File: src/rtl/pipeline_stage_elastic.sv
// Elastic inter-stage register slice: valid/ready handshake with a 2-entry skid buffer.
// Optional perf counters (stall_cnt/bubble_cnt) enabled by defining PIPE_STAGE_PERF_EN.
module pipeline_stage_elastic #(
    parameter int unsigned WIDTH          = 32,
    parameter bit          CLEAR_ON_FLUSH = 1'b1,
    parameter int unsigned CNT_WIDTH      = 16
) (
    input  logic                 CLK,
    input  logic                 RESETn,
    input  logic                 FLUSH,
    input  logic                 in_valid,
    output logic                 in_ready,
    input  logic [WIDTH-1:0]     in_data,
    output logic                 out_valid,
    input  logic                 out_ready,
    output logic [WIDTH-1:0]     out_data
`ifdef PIPE_STAGE_PERF_EN
    ,
    output logic [CNT_WIDTH-1:0] stall_cnt,
    output logic [CNT_WIDTH-1:0] bubble_cnt
`endif
);

    // State encoding is {skid_valid, out_valid}; 2'b10 cannot be reached.
    localparam logic [1:0] EMPTY = 2'b00;
    localparam logic [1:0] ONE   = 2'b01;
    localparam logic [1:0] FULL  = 2'b11;

    if (WIDTH == 0) begin : g_width_chk
        $error("pipeline_stage_elastic: WIDTH must be >= 1");
    end
    if (CNT_WIDTH == 0) begin : g_cnt_width_chk
        $error("pipeline_stage_elastic: CNT_WIDTH must be >= 1");
    end

    logic [1:0]       state_q;
    logic [1:0]       state_d;
    logic             in_ready_q;
    logic [WIDTH-1:0] out_data_q;
    logic [WIDTH-1:0] skid_data_q;

    logic accept_c;
    logic drain_c;
    logic load_main_in_c;
    logic load_main_skid_c;
    logic load_skid_c;
    logic clear_data_c;

    assign accept_c = in_valid & in_ready_q;
    assign drain_c  = state_q[0] & out_ready;

    // State register; in_ready is registered from the next skid occupancy.
    always_ff @(posedge CLK or negedge RESETn) begin
        if (!RESETn) begin
            state_q    <= EMPTY;
            in_ready_q <= 1'b1;
        end else begin
            state_q    <= state_d;
            in_ready_q <= ~state_d[1];
        end
    end

    // Next-state and data-path load selects.
    always_comb begin
        state_d          = state_q;
        load_main_in_c   = 1'b0;
        load_main_skid_c = 1'b0;
        load_skid_c      = 1'b0;
        clear_data_c     = 1'b0;
        case (state_q)
            EMPTY: begin
                if (accept_c) begin
                    state_d        = ONE;
                    load_main_in_c = 1'b1;
                end
            end
            ONE: begin
                if (accept_c && drain_c) begin
                    load_main_in_c = 1'b1;
                end else if (accept_c) begin
                    state_d     = FULL;
                    load_skid_c = 1'b1;
                end else if (drain_c) begin
                    state_d = EMPTY;
                end
            end
            FULL: begin
                if (drain_c) begin
                    state_d          = ONE;
                    load_main_skid_c = 1'b1;
                end
            end
            default: state_d = EMPTY;
        endcase
        // Flush overrides everything, including a same-cycle accept.
        if (FLUSH) begin
            state_d          = EMPTY;
            load_main_in_c   = 1'b0;
            load_main_skid_c = 1'b0;
            load_skid_c      = 1'b0;
            clear_data_c     = CLEAR_ON_FLUSH;
        end
    end

    // Main data register: loads only on transfer, so it holds under back-pressure.
    always_ff @(posedge CLK or negedge RESETn) begin
        if (!RESETn) begin
            out_data_q <= '0;
        end else if (clear_data_c) begin
            out_data_q <= '0;
        end else if (load_main_in_c) begin
            out_data_q <= in_data;
        end else if (load_main_skid_c) begin
            out_data_q <= skid_data_q;
        end
    end

    always_ff @(posedge CLK or negedge RESETn) begin
        if (!RESETn) begin
            skid_data_q <= '0;
        end else if (clear_data_c) begin
            skid_data_q <= '0;
        end else if (load_skid_c) begin
            skid_data_q <= in_data;
        end
    end

    assign in_ready  = in_ready_q;
    assign out_valid = state_q[0];
    assign out_data  = out_data_q;

`ifdef PIPE_STAGE_PERF_EN
    logic [CNT_WIDTH-1:0] stall_cnt_q;
    logic [CNT_WIDTH-1:0] bubble_cnt_q;

    // Saturating perf counters; FLUSH intentionally leaves them alone.
    always_ff @(posedge CLK or negedge RESETn) begin
        if (!RESETn) begin
            stall_cnt_q  <= '0;
            bubble_cnt_q <= '0;
        end else begin
            if (state_q[0] && !out_ready && (stall_cnt_q != '1)) begin
                stall_cnt_q <= stall_cnt_q + CNT_WIDTH'(1);
            end
            if (!state_q[0] && (bubble_cnt_q != '1)) begin
                bubble_cnt_q <= bubble_cnt_q + CNT_WIDTH'(1);
            end
        end
    end

    assign stall_cnt  = stall_cnt_q;
    assign bubble_cnt = bubble_cnt_q;
`endif

endmodule

File: config.mk
export PLATFORM = sky130hd
export DESIGN_NAME = pipeline_stage_elastic
export DESIGN_NICKNAME = d
export VERILOG_FILES = /design/src/rtl/pipeline_stage_elastic.sv
export SDC_FILE = /design/constraint.sdc
export NUM_CORES = 1
export LEC_CHECK = 0
export CAP_MARGIN = 5
export CORE_MARGIN = 2
export CORE_UTILIZATION = 51
export DETAILED_ROUTE_END_ITERATION = 8
export GPL_TIMING_DRIVEN = 0
export PLACE_DENSITY = 0.89
export SLEW_MARGIN = 20
export SYNTH_ARGS = -nofsm -noshare
export SYNTH_HDL_FRONTEND = slang
export SYNTH_SLANG_ARGS = --single-unit
export TNS_END_PERCENT = 10
File: constraint.sdc
create_clock -name CLK -period 1.9 [get_ports CLK]
set_clock_uncertainty 0.05 [all_clocks]
set_input_delay 0.38 -clock CLK [delete_from_list [all_inputs] [get_ports CLK]]
set_output_delay 0.38 -clock CLK [all_outputs]
set_load 0.01 [all_outputs]
==> results.yml <==
power_and_ir_drop:
  power_density_nw_per_um2: 845.3
  static-leakage-power_nw: 1.759
  irDropWorstVdd_v: 0.0004704
  report.power.total_mw: 3.694
drt:
  via_count: 2916
  ant_nets: 0
  finalWirelength_mm: 9.036
  drc: 0
  wl_per_cell_um: 20.31
  drt-pass1-iter-count: 5
  viasPerCell: 6.553
  drtIter0Drc: 265
clocking:
  clkSlewWorstSetupHoldPaths_ps: 80
  cts_max_path_buffers: 2
  total_number_of_h_tree_levels: 3
  clock_insertion_delay_worst_skew_ps: 340
  root_buffer: "clkbuf_8"
  cts-buffers-inserted: 9
  cts.sinks: 67
  clock_tree_from_tritoncts: "built"
yosys:
  synthDominantAreaCellType: "dfrtp_1"
  synthesis.area_sq_um: 3303
  top_cells_by_area_in_the_synthesized_netlist: "dfrtp_1, a311oi_2, a22o_1"
  synth_top_flop_cell: "dfrtp_1"
  synth_top_cell_area_share_pct: 50.00
  flops_latches_synth: 67
  syn-num-nets: 318
  async_flop_share_pct: 100.0
  netlist-cell-type-count: 26
  yosysWarningCount: 0
  synth.yosys.seq_area_share_pct: 50.80
  synth_enable_flop_cells: 0
  syn-instance-count: 281
  synth_area_per_cell_sq_um: 11.76
floorplan:
  top_level_ports: 71
  placeableCoreArea_sq_um: 6314
  dieHeight_um: 84.48
  starting_density_of_the_core_pct: 52.32
  placement_rows: 29
  floorplan.die.width_um: 84.48
  die_area_sq_um: 7137
timing:
  setup_slack_ps: 97.57
  timing_max_transition_violations_final: 0
  max_freq_ghz: 0.5548
  fin_crit_ps: 1802
  setup-violations-final: 0
  finalHoldViolations: 0
  slew-limit-headroom_pct: 50.93
  tightestPinTransition_ps: 736.1
  grt_setup_unrepaired: "yes"
  finalCritPeriodShare_pct: 94.86
final_layout:
  multi_input_comb_area_sq_um: 1390
  layout-drive-gt1-share_pct: 22.01
  nFillCells: 461
  most-common-layout-cells: "clkdlybuf4s50_1, dfrtp_1, o21ai_0"
  design.final.nets: 400
  areaGrowthSynthToFinish_pct: 32.31
  design_area_sq_um: 4370
  seqCellArea_sq_um: 1678
  finalCoreUtilization_pct: 69.22
  n_antenna_cell: 0
  fin_cells: 445
  most_frequent_standard_cell_in_the_layout_excluding_fill_and_tap_cells: "clkdlybuf4s50_1"
setup_path:
  cp.arrival_ps: 2020
  cp.buffers_inverters: 2
  family_with_the_most_delay_on_the_worst_path: "buffers and inverters"
  start_kind: "input pin"
  timing.critical_path.slowest_stage_cell: "clkbuf_1"
  worst-setup-path-type: "in -> reg"
  path_cells: "clkdlybuf4s50_1, nand2b_2, nor3_2, clkbuf_1, a22o_1"
  critPathRequiredTime_ps: 2120
  cp_slowest_stage_delay_ps: 450
  critical_path.max_fanout: 10
  timing.critical_path.to_type: "register"
placed_design:
  post_detail_place_hpwl_mm: 5.961
  placed_cell_area_sq_um: 4115
  cell_count_post_placement: 428
  dp_worst_setup_slack_ps: -229.5
  buffer_ports.inserted: 69
  gp_routability_congestion: 0.8203
run:
  cap_viol_max_count: 0
grt:
  grt_first_pass_wirelength_mm: 15.08
  grt_antenna_before_repair: 0
  largest_net_degree_at_the_start_of_global_routing: 61
  groute.usage.overall_pct: 26.47
  first_global_vias: 3073
  grt_remaining_overflow: 0
hold_path:
  min-delay-path-class: "in -> reg"
run_status:
  status: "complete, no violations"
-- cells by family (layout without fill, tap and decap cells) --
group | Yosys count | after routing | synth area share [%]
flip-flops | 67 | 67 | 50.80
AND/OR/NAND/NOR | 42 | 42 | 7.500
buffers and inverters | 40 | 127 | 7.121
AO/OA/AOI/OAI | 132 | 132 | 34.58
-- repair_timing --
action                                  4_1_cts  5_1_grt
endpoints found under the hold margin         7        0
gates resized for setup                       0        1
setup buffers                                 0        0
hold buffers                                  1        0
endpoints found under the setup margin        0        8
-- flip-flops by register name, indices dropped and copies added (netlist names) --
signal,flops
out_data,32
in_ready,1
state_q,2
skid_data_q,32
-- path summary, 6_finish.rpt --
| kind | from | end | slack [ps] | cells after the start |
|---|---|---|---|---|
| setup / recovery | out_ready | skid_data_q[2] | 100 | 5 |
| hold / removal | FLUSH | out_data[1] | 310 | 2 |
| setup reg to reg | in_ready | skid_data_q[2] | 160 | 4 |
| hold reg to reg | skid_data_q[25] | skid_data_q[25] | 450 | 1 |
| max in group asynchronous | RESETn | in_ready | 880 | 3 |
| min in group asynchronous | RESETn | out_data[5] | 340 | 2 |
-- worst reg2reg max path, cell delays in order (launching register included) --
cell and delay, ps:
dfstp_2 570, nand3b_4 120, nor3_2 270, clkbuf_1 450
a22o_1 220
-- through the flow --
stage          setup TNS, ps  hold slack, ps
2_1_floorplan              0           34.41
3_3_place_gp         -122360           430.9
3_5_place_dp           -8027           167.5
4_1_cts                    0           307.1
5_1_grt               -94.82           319.6
6_report                   0           312.5
-- per-layer routing --
| layer | vias to the layer above | GRT usage (%) | routed length [um] | share of wire (%) |
|---|---|---|---|---|
| met5 | - | 0 | 0 | 0 |
| met4 | 0 | 13.13 | 158 | 1.7 |
| met3 | 18 | 5.900 | 718 | 7.9 |
| met2 | 169 | 41.73 | 4462 | 49 |
| met1 | 1454 | 34.63 | 3696 | 41 |
| li1 | 1275 | - | - | - |
-- synth_stat cells, types with 2 or more instances --
cell type / n
a31oi_1: 32
buf_2: 17
dfrtp_1: 66
a311oi_2: 30
a22o_1: 32
buf_4: 5
a311oi_1: 2
nand3_1: 32
o21ai_0: 33
clkbuf_1: 11
buf_6: 6
-- cell type report --
cell class	instances	share of cell area, %
Buffer	39	5.296
Clock buffer	12	3.321
Clock inverter	4	2.233
Inverter	1	0.08589
Multi-Input combinational cell	174	31.81
Sequential cell	67	38.39
Tap cell	77	2.204
Timing Repair Buffer	71	16.66
-- report_power, final --
part	internal (mW)	switching [mW]
logic	0.331	0.349
clock network	0.910	0.553
registers	1.50	0.0502
total	2.74	0.952
No activity file was read; power rests on OpenSTA's default activity.
